[config.mk]
export PLATFORM = sky130hd
export DESIGN_NAME = multicycle_control_flat
export DESIGN_NICKNAME = d
export VERILOG_FILES = /design/src/rtl/multicycle_control_pkg.sv /design/src/rtl/multicycle_control_if.sv /design/src/rtl/multicycle_control.sv /design/src/flat_wrapper.sv
export SDC_FILE = /design/constraint.sdc
export NUM_CORES = 1
export LEC_CHECK = 0
export ABC_AREA = 1
export CORE_UTILIZATION = 51
export CTS_BUF_LIST = sky130_fd_sc_hd__clkbuf_4 sky130_fd_sc_hd__clkbuf_8 sky130_fd_sc_hd__clkbuf_16
export DETAILED_ROUTE_END_ITERATION = 10
export PLACE_DENSITY = 0.8
export SYNTH_ARGS = -nofsm -noshare
export SYNTH_HDL_FRONTEND = slang
export SYNTH_SLANG_ARGS = --single-unit
[constraint.sdc]
create_clock -name clk -period 2.3 [get_ports clk]
set_clock_uncertainty 0.2 [all_clocks]
set_input_delay 0.23 -clock clk [delete_from_list [all_inputs] [get_ports clk]]
set_output_delay 0.23 -clock clk [all_outputs]
set_load 0.05 [all_outputs]
[src/rtl/multicycle_control_pkg.sv]
// Shared constants for the multicycle controller: opcodes, ALU/PC-source encodings, FSM states.
// Latency: none (constants only). Backpressure: n/a.
// States are plain 4-bit localparams so older netlists that compare raw state codes keep working.
package multicycle_control_pkg;

    localparam logic [5:0] OP_RTYPE = 6'b000000;
    localparam logic [5:0] OP_J     = 6'b000010;
    localparam logic [5:0] OP_BEQ   = 6'b000100;
    localparam logic [5:0] OP_ADDI  = 6'b001000;
    localparam logic [5:0] OP_LW    = 6'b100011;
    localparam logic [5:0] OP_SW    = 6'b101011;

    localparam logic [2:0] ALU_ADD   = 3'b000;
    localparam logic [2:0] ALU_SUB   = 3'b001;
    localparam logic [2:0] ALU_FUNCT = 3'b010;

    localparam logic [1:0] PCSRC_ALU    = 2'b00;
    localparam logic [1:0] PCSRC_ALUOUT = 2'b01;
    localparam logic [1:0] PCSRC_JUMP   = 2'b10;

    localparam logic [3:0] S_IDLE     = 4'd0;
    localparam logic [3:0] S_FETCH    = 4'd1;
    localparam logic [3:0] S_DECODE   = 4'd2;
    localparam logic [3:0] S_MEM_ADDR = 4'd3;
    localparam logic [3:0] S_MEM_RD   = 4'd4;
    localparam logic [3:0] S_MEM_WB   = 4'd5;
    localparam logic [3:0] S_MEM_WR   = 4'd6;
    localparam logic [3:0] S_R_EXEC   = 4'd7;
    localparam logic [3:0] S_R_WB     = 4'd8;
    localparam logic [3:0] S_I_EXEC   = 4'd9;
    localparam logic [3:0] S_I_WB     = 4'd10;
    localparam logic [3:0] S_BRANCH   = 4'd11;
    localparam logic [3:0] S_JUMP     = 4'd12;
    localparam logic [3:0] S_TRAP     = 4'd13;

endpackage

[src/rtl/multicycle_control_if.sv]
// Datapath <-> controller bundle: master = control unit, slave = datapath/memory side.
// Latency: wires only. Backpressure: mem_ready stalls the controller in memory phases.
interface multicycle_control_if #(parameter int CNT_W = 32);

    logic [5:0]       opcode;
    logic             zero;
    logic             mem_ready;
    logic             mem_req;
    logic             PCWrite;
    logic             PCWriteCond;
    logic             IRWrite;
    logic [1:0]       PCSrc;
    logic             branch;
    logic             MemRead;
    logic             MemToWrite;
    logic             MemToReg;
    logic             ALUSrc;
    logic             RegDst;
    logic             RegWrite;
    logic [2:0]       ALUOp;
    logic [CNT_W-1:0] instr_count;
    logic             illegal_op;

    modport master (
        input  opcode, zero, mem_ready,
        output mem_req, PCWrite, PCWriteCond, IRWrite, PCSrc, branch, MemRead,
               MemToWrite, MemToReg, ALUSrc, RegDst, RegWrite, ALUOp, instr_count, illegal_op
    );

    modport slave (
        output opcode, zero, mem_ready,
        input  mem_req, PCWrite, PCWriteCond, IRWrite, PCSrc, branch, MemRead,
               MemToWrite, MemToReg, ALUSrc, RegDst, RegWrite, ALUOp, instr_count, illegal_op
    );

endinterface

[src/rtl/multicycle_control.sv]
// Moore multicycle controller: FETCH/DECODE/EXEC/MEM/WB sequencing plus retired-instruction counter; ILLEGAL_TRAP_EN adds a TRAP state.
// Latency: 3 cycles J/BEQ, 4 RTYPE/ADDI/SW, 5 LW with mem_ready held high.
// Backpressure: FETCH, MEM_RD and MEM_WR hold one extra cycle per mem_ready=0 cycle.
module multicycle_control
    import multicycle_control_pkg::*;
#(
    parameter int CNT_W = 32
) (
    input  logic                 clk,
    input  logic                 rst,
    multicycle_control_if.master bus
);

    logic [3:0]       state;
    logic [3:0]       nextState;
    logic [CNT_W-1:0] instrCount;
    logic             retire;

    always_comb begin
        nextState = state;
        case (state)
            S_IDLE:     nextState = S_FETCH;
            S_FETCH:    if (bus.mem_ready) nextState = S_DECODE;
            S_DECODE: begin
                case (bus.opcode)
                    OP_LW, OP_SW: nextState = S_MEM_ADDR;
                    OP_RTYPE:     nextState = S_R_EXEC;
                    OP_ADDI:      nextState = S_I_EXEC;
                    OP_BEQ:       nextState = S_BRANCH;
                    OP_J:         nextState = S_JUMP;
`ifdef ILLEGAL_TRAP_EN
                    default:      nextState = S_TRAP;
`else
                    default:      nextState = S_FETCH;
`endif
                endcase
            end
            S_MEM_ADDR: nextState = (bus.opcode == OP_LW) ? S_MEM_RD : S_MEM_WR;
            S_MEM_RD:   if (bus.mem_ready) nextState = S_MEM_WB;
            S_MEM_WR:   if (bus.mem_ready) nextState = S_FETCH;
            S_R_EXEC:   nextState = S_R_WB;
            S_I_EXEC:   nextState = S_I_WB;
            S_MEM_WB, S_R_WB, S_I_WB, S_BRANCH, S_JUMP: nextState = S_FETCH;
`ifdef ILLEGAL_TRAP_EN
            S_TRAP:     nextState = S_TRAP;
`endif
            default:    nextState = S_IDLE;
        endcase
    end

    // Every return to FETCH except the IDLE start and a FETCH stall retires one instruction (NOPs included).
    assign retire = (nextState == S_FETCH) && (state != S_FETCH) && (state != S_IDLE);

    always_ff @(posedge clk or posedge rst) begin
        if (rst) begin
            state      <= S_IDLE;
            instrCount <= '0;
        end else begin
            state <= nextState;
            if (retire) instrCount <= instrCount + 1'b1;
        end
    end

    always_comb begin
        bus.mem_req     = 1'b0;
        bus.PCWrite     = 1'b0;
        bus.PCWriteCond = 1'b0;
        bus.IRWrite     = 1'b0;
        bus.PCSrc       = PCSRC_ALU;
        bus.branch      = 1'b0;
        bus.MemRead     = 1'b0;
        bus.MemToWrite  = 1'b0;
        bus.MemToReg    = 1'b0;
        bus.ALUSrc      = 1'b0;
        bus.RegDst      = 1'b0;
        bus.RegWrite    = 1'b0;
        bus.ALUOp       = ALU_ADD;
        case (state)
            S_FETCH: begin
                bus.mem_req = 1'b1;
                bus.MemRead = 1'b1;
                // PC/IR commit only in the cycle the fetched word actually arrives.
                bus.IRWrite = bus.mem_ready;
                bus.PCWrite = bus.mem_ready;
            end
            S_MEM_ADDR: bus.ALUSrc = 1'b1;
            S_MEM_RD: begin
                bus.mem_req = 1'b1;
                bus.MemRead = 1'b1;
            end
            S_MEM_WB: begin
                bus.RegWrite = 1'b1;
                bus.MemToReg = 1'b1;
            end
            S_MEM_WR: begin
                bus.mem_req    = 1'b1;
                bus.MemToWrite = 1'b1;
            end
            S_R_EXEC:   bus.ALUOp = ALU_FUNCT;
            S_R_WB: begin
                bus.RegWrite = 1'b1;
                bus.RegDst   = 1'b1;
            end
            S_I_EXEC:   bus.ALUSrc = 1'b1;
            S_I_WB:     bus.RegWrite = 1'b1;
            S_BRANCH: begin
                bus.branch      = 1'b1;
                bus.PCWriteCond = 1'b1;
                bus.ALUOp       = ALU_SUB;
                bus.PCSrc       = PCSRC_ALUOUT;
            end
            S_JUMP: begin
                bus.PCWrite = 1'b1;
                bus.PCSrc   = PCSRC_JUMP;
            end
            default: ;
        endcase
    end

`ifdef ILLEGAL_TRAP_EN
    assign bus.illegal_op = (state == S_TRAP);
`else
    assign bus.illegal_op = 1'b0;
`endif

    assign bus.instr_count = instrCount;

endmodule

[src/flat_wrapper.sv]
// flat-port wrapper written by rule: the top's interface ports become plain ports
module multicycle_control_flat import multicycle_control_pkg::*;
#(
    parameter int CNT_W = 32
)
  (clk, rst, bus_opcode, bus_zero, bus_mem_ready, bus_mem_req, bus_PCWrite, bus_PCWriteCond, bus_IRWrite, bus_PCSrc, bus_branch, bus_MemRead, bus_MemToWrite, bus_MemToReg, bus_ALUSrc, bus_RegDst, bus_RegWrite, bus_ALUOp, bus_instr_count, bus_illegal_op);
  multicycle_control_if #(.CNT_W(CNT_W)) bus_i ();
  input  logic clk;
  input  logic rst;
  input wire logic [$bits(bus_i.opcode)-1:0] bus_opcode;
  input wire logic [$bits(bus_i.zero)-1:0] bus_zero;
  input wire logic [$bits(bus_i.mem_ready)-1:0] bus_mem_ready;
  output wire logic [$bits(bus_i.mem_req)-1:0] bus_mem_req;
  output wire logic [$bits(bus_i.PCWrite)-1:0] bus_PCWrite;
  output wire logic [$bits(bus_i.PCWriteCond)-1:0] bus_PCWriteCond;
  output wire logic [$bits(bus_i.IRWrite)-1:0] bus_IRWrite;
  output wire logic [$bits(bus_i.PCSrc)-1:0] bus_PCSrc;
  output wire logic [$bits(bus_i.branch)-1:0] bus_branch;
  output wire logic [$bits(bus_i.MemRead)-1:0] bus_MemRead;
  output wire logic [$bits(bus_i.MemToWrite)-1:0] bus_MemToWrite;
  output wire logic [$bits(bus_i.MemToReg)-1:0] bus_MemToReg;
  output wire logic [$bits(bus_i.ALUSrc)-1:0] bus_ALUSrc;
  output wire logic [$bits(bus_i.RegDst)-1:0] bus_RegDst;
  output wire logic [$bits(bus_i.RegWrite)-1:0] bus_RegWrite;
  output wire logic [$bits(bus_i.ALUOp)-1:0] bus_ALUOp;
  output wire logic [$bits(bus_i.instr_count)-1:0] bus_instr_count;
  output wire logic [$bits(bus_i.illegal_op)-1:0] bus_illegal_op;
  assign bus_i.opcode = bus_opcode;
  assign bus_i.zero = bus_zero;
  assign bus_i.mem_ready = bus_mem_ready;
  assign bus_mem_req = bus_i.mem_req;
  assign bus_PCWrite = bus_i.PCWrite;
  assign bus_PCWriteCond = bus_i.PCWriteCond;
  assign bus_IRWrite = bus_i.IRWrite;
  assign bus_PCSrc = bus_i.PCSrc;
  assign bus_branch = bus_i.branch;
  assign bus_MemRead = bus_i.MemRead;
  assign bus_MemToWrite = bus_i.MemToWrite;
  assign bus_MemToReg = bus_i.MemToReg;
  assign bus_ALUSrc = bus_i.ALUSrc;
  assign bus_RegDst = bus_i.RegDst;
  assign bus_RegWrite = bus_i.RegWrite;
  assign bus_ALUOp = bus_i.ALUOp;
  assign bus_instr_count = bus_i.instr_count;
  assign bus_illegal_op = bus_i.illegal_op;
  multicycle_control #(.CNT_W(CNT_W)) u_core (.clk(clk), .rst(rst), .bus(bus_i));
endmodule
Yosys cells after proc, flatten, opt, wreduce, memory -nomap -nowiden

Cells that the tools add are included.

Register bits after elaboration: 36
Latch bits: 0
Bits in writable memories: 0
Bits in read-only memories: 0
Output and inout port bits: 49
Memories: 0

Add/subtract/negate cells: 1
Multiply operators: 0
Divide/modulo/power cells: 0
Order comparisons: 0
Eq/ne operators: 19
Shifts and indexed selects: 0
Muxes and demuxes: 18
Bitwise operators: 0
Reductions and logical operators: 11

Operator list:

| operator                                       | count |
|---|---|
| adder 32 x 1 -> 32 bit (second input constant) | 1 |
| one-hot mux 4 bit (8 select lines)             | 1 |
| == test 4 bit (second input constant)          | 5 |
| one-hot mux 4 bit (5 select lines)             | 1 |
| == test 4 x 3 -> 1 bit (second input constant) | 4 |
| == test 6 bit (second input constant)          | 2 |
| 2-to-1 mux 4 bit                               | 3 |
| 2-to-1 mux 1 bit                               | 9 |
| == test 4 x 1 -> 1 bit (second input constant) | 2 |
| == test 4 x 2 -> 1 bit (second input constant) | 2 |
| one-hot mux 2 bit (2 select lines)             | 2 |
| == test 6 x 2 -> 1 bit (second input constant) | 1 |
| == test 6 x 3 -> 1 bit (second input constant) | 1 |
| == test 6 x 4 -> 1 bit (second input constant) | 1 |
| logical NOT 6 bit                              | 1 |
| OR reduction 2 bit                             | 3 |
| OR reduction 3 bit                             | 2 |
| OR reduction 6 bit                             | 1 |
| logical NOT 4 bit                              | 1 |
| != test 4 x 1 -> 1 bit (second input constant) | 1 |
| nonzero test 4 bit                             | 1 |
| logical AND 1 bit                              | 2 |
| 2-to-1 mux 2 bit                               | 1 |
| one-hot mux 1 bit (2 select lines)             | 1 |

Logic depth before layout (Yosys ltp)

Gate-level depths: netlist of the first run.

Depth after elaboration: 7
Mapped depth: 12

Least setup slack after synthesis of the first run

No wires, ideal clock.

Path type: reg2reg
From: reg u_core.state[3]
To: reg u_core.instrCount[0] (netlist: u_core.bus.instr_count[0])
Arrival: 2077 ps
Required time: 2034 ps
Path slack: -43 ps
Cell stages (with the launch flop): 11
Path through: dfrtp_1 -> nor2_2 -> nand2_2 -> nor2_1 -> nor2_1 -> nand3_2 -> nor2_4 -> nand3_2 -> buf_2 -> nand2_1 -> nand2_1

Cells in the longest elaborated chain, start to end: 6
Elaborated cells between the ends (all ways): 23
Those cells by class: eq/ne (14); mux (4); reduce/logical (5)

Ends and longest elaborated chain:

| what                                        | line                     | source |
|---|---|---|
| start, declared                             | multicycle_control.sv:14 | `logic [3:0] state;` |
| start signal, assigned                      | multicycle_control.sv:59 | `state <= nextState;` |
| == test 4 bit, or another cell as far along | multicycle_control.sv:21 | `case (state)` |
| OR reduction 6 bit (no line)                | -                        |  |
| one-hot mux 4 bit (8 select lines) (*)      | multicycle_control.sv:21 |  |
| named net u_core.nextState[1]               | multicycle_control.sv:15 | `logic [3:0] nextState;` |
| == test 4 x 1 -> 1 bit (*)                  | multicycle_control.sv:52 | `assign retire = (nextState == S_FETCH) && (state != S_FETCH) && (state != S_IDLE);` |
| logical AND 1 bit (*) (2 in a row)          | multicycle_control.sv:52 |  |
| end signal, assigned                        | multicycle_control.sv:60 | `if (retire) instrCount <= instrCount + 1'b1;` |
| end, declared                               | multicycle_control.sv:16 | `logic [CNT_W-1:0] instrCount;` |

Mark *: on every way through the listed nets, which the timed path passes. The rest lies on a longest branch.
A chain may end at the register's enable or synchronous reset.

Final worst setup path of the first run

From: reg u_core.state[3]
To: out bus_PCWrite

Cells in the longest elaborated chain, start to end: 2
Elaborated cells between the ends (all ways): 3
Those cells by class: eq/ne (2); mux (1)

Ends and longest elaborated chain:

| what                                                           | line                     | source |
|---|---|---|
| == test 4 bit / == test 4 x 1 -> 1 bit (equally long branches) | multicycle_control.sv:78 | `case (state)` |
| one-hot mux 1 bit (2 select lines) (*)                         | multicycle_control.sv:78 |  |
| end, declared                                                  | flat_wrapper.sv:14       | `output wire logic [$bits(bus_i.PCWrite)-1:0] bus_PCWrite;` |

Every way passes the cells marked *; elsewhere a longest branch is shown, timed or not.

==> results.sh, run 1 <==
export IMPL_result_of_the_run="finished clean"
export IMPL_rsz0062_at_grt="no"
export IMPL_critPathKind="reg -> out"
export IMPL_area_share_of_the_leading_cell_type_in_the_synthesized_netlist=0.334
export IMPL_clock_root_buffer="sky130_fd_sc_hd__clkbuf_8"
export IMPL_worst_ep_arrival_time_ps=1640
export IMPL_timing_rr_start="u_core.bus.instr_count[0]$_DFFE_PP0P_"
export IMPL_cts_buffers=5
export IMPL_worst_ir_drop_vdd_mv=0.622
export IMPL_fp_dieH_um=74.7
export IMPL_timing_hold_violations_final=0
export IMPL_clk_insertion_delay_late_ps=290
export IMPL_final_area_sq_um=3430
export IMPL_setup_ws_ps=233
export IMPL_area_of_the_die_sq_um=5580
export IMPL_synth_top_area_cell="sky130_fd_sc_hd__dfrtp_1"
export IMPL_r2r_setup_slk_ps=310
export IMPL_dpl_cell_area_sq_um=3320
export IMPL_final_net_count=497
export IMPL_routed_via_density=5.14
export IMPL_placement_io_buffers=55
export IMPL_design_core_area_sq_um=5110
export IMPL_syn_instance_count=431
export IMPL_worst_slew_pin_slew_ps=501
export IMPL_final_period_utilization=0.899
export IMPL_clkSlewWorstSetupHoldPaths_ps=80
export IMPL_grt_first_pass_wirelength_mm=11.4
export IMPL_maxcap_violations=0
export IMPL_drt_total_wl_mm=6.92
export IMPL_grt_use_total=0.264
export IMPL_timing_critical_path_to_type="primary output"
export IMPL_layout_area_overhead_vs_synth_pct=27.0
export IMPL_synthesis_area_per_instance_sq_um=6.26
export IMPL_max_freq_mhz=484
export IMPL_synth_yosys_warnings=0
export IMPL_place_gp_congestion=0.957
export IMPL_global_route_overflow_total=0
export IMPL_htree_num_levels=2
export IMPL_timing_max_transition_violations_final=0
export IMPL_setup_viol=0
export IMPL_ioPinCount=59
export IMPL_final_cell_count_no_fill=557
export IMPL_synth_cell_types=24
export IMPL_most_common_library_cells_after_synthesis="sky130_fd_sc_hd__nand2_1, sky130_fd_sc_hd__nor2_1, sky130_fd_sc_hd__dfrtp_1"
export IMPL_antennaDiodeCount=0
export IMPL_remaining_drc_errors=0
export IMPL_chipWidth_um=74.7
export IMPL_total_instance_count_after_detailed_placement=549
export IMPL_worst_r2r_endpoint="u_core.bus.instr_count[16]$_DFFE_PP0P_"
export IMPL_starting_utilization_of_the_core_area=0.528
export IMPL_synth_seq_cells=36
export IMPL_cts_hold_buffers_added=0
export IMPL_hpwlAfterDp_mm=5.32
export IMPL_critical_path_required_ps=1870
export IMPL_drtPass1Iterations=4
export IMPL_antenna_found_initial=0
export IMPL_cts_sink_count=36
export IMPL_detail_route_antenna_nets=0
export IMPL_most_repeated_cell_in_the_gate_level_netlist_after_synthesis="sky130_fd_sc_hd__nand2_1"
export IMPL_drt_initial_drc_count=138
export IMPL_routedWlPerCell_um=12.4
export IMPL_row_count=26
export IMPL_totalNegativeSetupSlack_ps=0
export IMPL_grt_max_degree=37
export IMPL_final_core_utilization=0.671
export IMPL_max_slew_margin=0.665
export IMPL_post_route_cells_drive_above_1_share=0.0965
export IMPL_tritoncts_clock_tree="done"
export IMPL_synth_enable_flop_cells=0
export IMPL_clockBufferDepth=2
export IMPL_pre_cts_slack_ps=115
export IMPL_cts_resized=0
export IMPL_vias=2862
export IMPL_r2r_worst_path_cells=8
export IMPL_fin_hold_ws_ps=152
export IMPL_p_per_area_nw_per_um2=969
export IMPL_ys_seq_area_frac=0.334
export IMPL_hp_class="in -> async"
export IMPL_fin_crit_ps=2070
export IMPL_cts_post_setup_buffers_inserted=0
export IMPL_setup_worst_path_start_class="flip-flop"
export IMPL_static_leakage_power_nw=1.71
export IMPL_synth_area_leaders="sky130_fd_sc_hd__dfrtp_1, sky130_fd_sc_hd__nand2_1, sky130_fd_sc_hd__nor2_1"
export IMPL_syn_area_sq_um=2700
export IMPL_fin_total_pwr_mw=3.32
export IMPL_critPathMaxFanout=6
export IMPL_grt_pass1_vias=2559
export IMPL_synth_top_flop_cell="sky130_fd_sc_hd__dfrtp_1"
export IMPL_synth_async_sr_flop_share=1.00
[cells by family after synthesis]
kind of cell / count (synthesis) / synth area share
AND/OR/NAND/NOR: 329 / 0.532
buffers and inverters: 46 / 0.0751
flip-flops: 36 / 0.334
XOR/XNOR: 14 / 0.0455
AO/OA/AOI/OAI: 4 / 0.00742
adder cells (fa/ha/maj): 1 / 0.00464
other: 1 / 0.00139
[how the worst max path moves through the flow]
stage / start / endpoint / slack (ps) / cells after the start
floorplan: u_core.state[3]$_DFF_PP0_ / bus_PCWrite / 50 / 3
global placement: bus_mem_ready / u_core.bus.instr_count[23]$_DFFE_PP0P_ / 140 / 11
detailed placement: bus_mem_ready / u_core.bus.instr_count[24]$_DFFE_PP0P_ / 120 / 11
CTS: u_core.state[3]$_DFF_PP0_ / bus_PCWrite / 230 / 4
global route: u_core.bus.instr_count[0]$_DFFE_PP0P_ / u_core.bus.instr_count[31]$_DFFE_PP0P_ / 110 / 9
finish: u_core.state[3]$_DFF_PP0_ / bus_PCWrite / 230 / 4
[critical path: stages (launching register included)]
cell	delay (ps)
sky130_fd_sc_hd__dfrtp_1	440
sky130_fd_sc_hd__nor2_2	240
sky130_fd_sc_hd__nand2_2	150
sky130_fd_sc_hd__o21ai_0	330
sky130_fd_sc_hd__buf_12	190
[routing by layer]
metal	wire, um	share of wire	up-vias	track usage
met2	3290	0.48	85	0.453
met3	325	0.047	10	0.0469
met1	3220	0.47	1293	0.345
li1	-	-	1474	-
met4	81	0.012	0	0.0692
met5	0	0	-	0
[registers in the layout, summed over array words and instances (netlist names)]
register and flops:
u_core.bus.instr_count 32, u_core.state 4
[area by class of cell]
type | count | area, sq um
multi-input combinational | 350 | 1600
timing repair buffer | 64 | 618
tap | 70 | 87.6
clock inverter | 3 | 42.5
clock buffer | 5 | 68.8
sequential | 36 | 901
inverter | 29 | 109
fill | 461 | 1680
[placed cells by master (no fill, tap or decap), types with 2 or more instances in the layout]
master / instances
sky130_fd_sc_hd__conb_1: 2
sky130_fd_sc_hd__clkbuf_8: 5
sky130_fd_sc_hd__xor2_1: 11
sky130_fd_sc_hd__nor2_4: 2
sky130_fd_sc_hd__nor2_1: 67
sky130_fd_sc_hd__xnor2_1: 3
sky130_fd_sc_hd__nand3_2: 2
sky130_fd_sc_hd__inv_1: 25
sky130_fd_sc_hd__inv_2: 4
sky130_fd_sc_hd__buf_12: 3
sky130_fd_sc_hd__clkdlybuf4s50_1: 40
sky130_fd_sc_hd__nor2_2: 6
sky130_fd_sc_hd__dfrtp_1: 36
sky130_fd_sc_hd__nand4_1: 33
sky130_fd_sc_hd__a21oi_1: 2
sky130_fd_sc_hd__buf_4: 21
sky130_fd_sc_hd__nand2_1: 187
sky130_fd_sc_hd__nand3b_1: 14
sky130_fd_sc_hd__nand3_1: 15
[report_power, final]
group	total, mW	internal, mW	leakage, nW	switching [mW]
sequential	0.794	0.700	0.494	0.0940
combinational	1.96	0.583	1.16	1.38
clock	0.563	0.321	0.0541	0.242
No activity file was read; power rests on OpenSTA's default activity.
==> inputs of run 2 (changes only) <==
--- a/config.mk
+++ b/config.mk
@@ -6,6 +6,7 @@
 export NUM_CORES = 1
 export LEC_CHECK = 0
 export ABC_AREA = 1
+export CORE_MARGIN = 3
 export CORE_UTILIZATION = 51
 export CTS_BUF_LIST = sky130_fd_sc_hd__clkbuf_4 sky130_fd_sc_hd__clkbuf_8 sky130_fd_sc_hd__clkbuf_16
 export DETAILED_ROUTE_END_ITERATION = 10
==> results.sh, run 2 (same netlist as run 1, synthesis figures left out) <==
export IMPL_fin_hold_ws_ps=145
export IMPL_area_of_the_die_sq_um=6200
export IMPL_max_slew_margin=0.642
export IMPL_cts_sink_count=36
export IMPL_largest_register_ff_count=32
export IMPL_timing_hold_violations_final=0
export IMPL_htree_num_levels=2
export IMPL_antennaDiodeCount=0
export IMPL_crit_path_cell_trace="ha_1 -> inv_1 -> nor2_1 -> nand2_1 -> nor2_1 -> nand2_1 -> nand2_1 -> nand2_1 -> nand4_1 -> nand2_1"
export IMPL_grt_use_total=0.258
export IMPL_drtPass1Iterations=4
export IMPL_hp_class="in -> async"
export IMPL_timing_max_transition_violations_final=0
export IMPL_design_core_area_sq_um=4910
export IMPL_grt_pass1_vias=2792
export IMPL_final_period_utilization=0.912
export IMPL_grt_max_degree=37
export IMPL_remaining_drc_errors=0
export IMPL_hpwlAfterDp_mm=5.61
export IMPL_total_instance_count_after_detailed_placement=547
export IMPL_final_common_cell="sky130_fd_sc_hd__nand2_1"
export IMPL_clkSlewWorstSetupHoldPaths_ps=80
export IMPL_clockBufferDepth=2
export IMPL_row_count=25
export IMPL_final_core_utilization=0.695
export IMPL_setup_worst_path_start_class="flip-flop"
export IMPL_worst_ep_arrival_time_ps=2080
export IMPL_final_cell_count_no_fill=555
export IMPL_clk_insertion_delay_late_ps=290
export IMPL_drt_initial_drc_count=156
export IMPL_cts_buffers=5
export IMPL_post_route_cells_drive_above_1_share=0.0984
export IMPL_crit_path_max_incr_delay_ps=490
export IMPL_dpl_cell_area_sq_um=3320
export IMPL_setup_ws_ps=202
export IMPL_number_of_fill_cells_in_the_layout=458
export IMPL_routed_via_density=5.20
export IMPL_critical_path_required_ps=2280
export IMPL_place_gp_congestion=0.927
export IMPL_vias=2886
export IMPL_final_net_count=498
export IMPL_pre_cts_slack_ps=109
export IMPL_totalNegativeSetupSlack_ps=0
export IMPL_final_area_sq_um=3410
export IMPL_rsz0062_at_grt="no"
export IMPL_result_of_the_run="finished clean"
export IMPL_detail_route_antenna_nets=0
export IMPL_fin_total_pwr_mw=3.26
export IMPL_antenna_found_initial=0
export IMPL_layout_area_overhead_vs_synth_pct=26.5
export IMPL_critPathMaxFanout=7
export IMPL_grt_first_pass_wirelength_mm=12.9
export IMPL_critPathKind="reg -> reg"
export IMPL_worst_slew_pin_slew_ps=535
export IMPL_maxcap_violations=0
export IMPL_static_leakage_power_nw=1.71
export IMPL_path_common_cell="sky130_fd_sc_hd__nand2_1"
export IMPL_global_route_overflow_total=0
export IMPL_critical_path_slowest_cell="sky130_fd_sc_hd__dfrtp_1"
export IMPL_p_per_area_nw_per_um2=957
export IMPL_fp_dieH_um=78.7
export IMPL_fin_crit_ps=2100
export IMPL_routedWlPerCell_um=13.1
export IMPL_tritoncts_clock_tree="done"
export IMPL_drt_total_wl_mm=7.25
export IMPL_layout_common_cells="sky130_fd_sc_hd__nand2_1, sky130_fd_sc_hd__nor2_1, sky130_fd_sc_hd__clkdlybuf4s50_1"
export IMPL_setup_viol=0
export IMPL_cts_resized=0
export IMPL_starting_utilization_of_the_core_area=0.549
export IMPL_cts_hold_buffers_added=0
export IMPL_placement_io_buffers=55
export IMPL_cts_post_setup_buffers_inserted=0
export IMPL_ioPinCount=59
export IMPL_chipWidth_um=78.7
export IMPL_max_freq_mhz=477
export IMPL_worst_ir_drop_vdd_mv=0.784
export IMPL_timing_critical_path_to_type="flip-flop"
export IMPL_clock_root_buffer="sky130_fd_sc_hd__clkbuf_8"
run 2: changes by cell type in the layout (fill, tap and decap cells not counted):
cell / change
sky130_fd_sc_hd__bufinv_16: -1
sky130_fd_sc_hd__buf_4: +1
sky130_fd_sc_hd__clkbuf_8: +1
sky130_fd_sc_hd__clkinvlp_4: -1
sky130_fd_sc_hd__clkinv_2: +1
run 2: final cells by class:
type | count | area [sq um] | share of cell area
clock buffer | 6 | 82.6 | 0.0242
clock inverter | 2 | 10.0 | 0.00293
inverter | 29 | 109 | 0.0319
multi-input combinational | 350 | 1600 | 0.469
sequential | 36 | 901 | 0.264
tap | 67 | 83.8 | 0.0246
timing repair buffer | 65 | 626 | 0.183
run 2: path summary, 6_finish.rpt:
kind	to	slack [ps]	cells after the start	start
worst max-delay path	u_core.bus.instr_count[20]$_DFFE_PP0P_	200	10	u_core.bus.instr_count[0]$_DFFE_PP0P_
worst min-delay path	u_core.bus.instr_count[28]$_DFFE_PP0P_	150	3	rst
worst max register to register	u_core.bus.instr_count[20]$_DFFE_PP0P_	200	10	u_core.bus.instr_count[0]$_DFFE_PP0P_
worst min register to register	u_core.bus.instr_count[31]$_DFFE_PP0P_	330	2	u_core.bus.instr_count[31]$_DFFE_PP0P_
max in group asynchronous	u_core.bus.instr_count[16]$_DFFE_PP0P_	1440	3	rst
min in group clk	u_core.bus.instr_count[31]$_DFFE_PP0P_	330	2	u_core.bus.instr_count[31]$_DFFE_PP0P_
run 2: routing by layer:
layer  global-route usage  up-vias  routed length, um  share of wire
met1                0.367     1306               3440           0.48
met3               0.0295       10                443          0.061
met4               0.0804        0                 93          0.013
li1                     -     1476                  -              -
met2                0.411       94               3270           0.45
met5                    0        -                  0              0
run 2: power breakdown:
group          internal (mW)  total (mW)  switching [mW]
logic                  0.596        2.00            1.40
clock network          0.239       0.468           0.229
registers              0.700       0.798          0.0983
total                   1.54        3.26            1.73
run 2: worst max-delay path, delay by kind of cell (launching register included):
family,cells,cell delay (ps)
and+or+nand+nor,8,1000
DFF,1,490
adders and majority gates,1,230
buffers and inverters,1,70
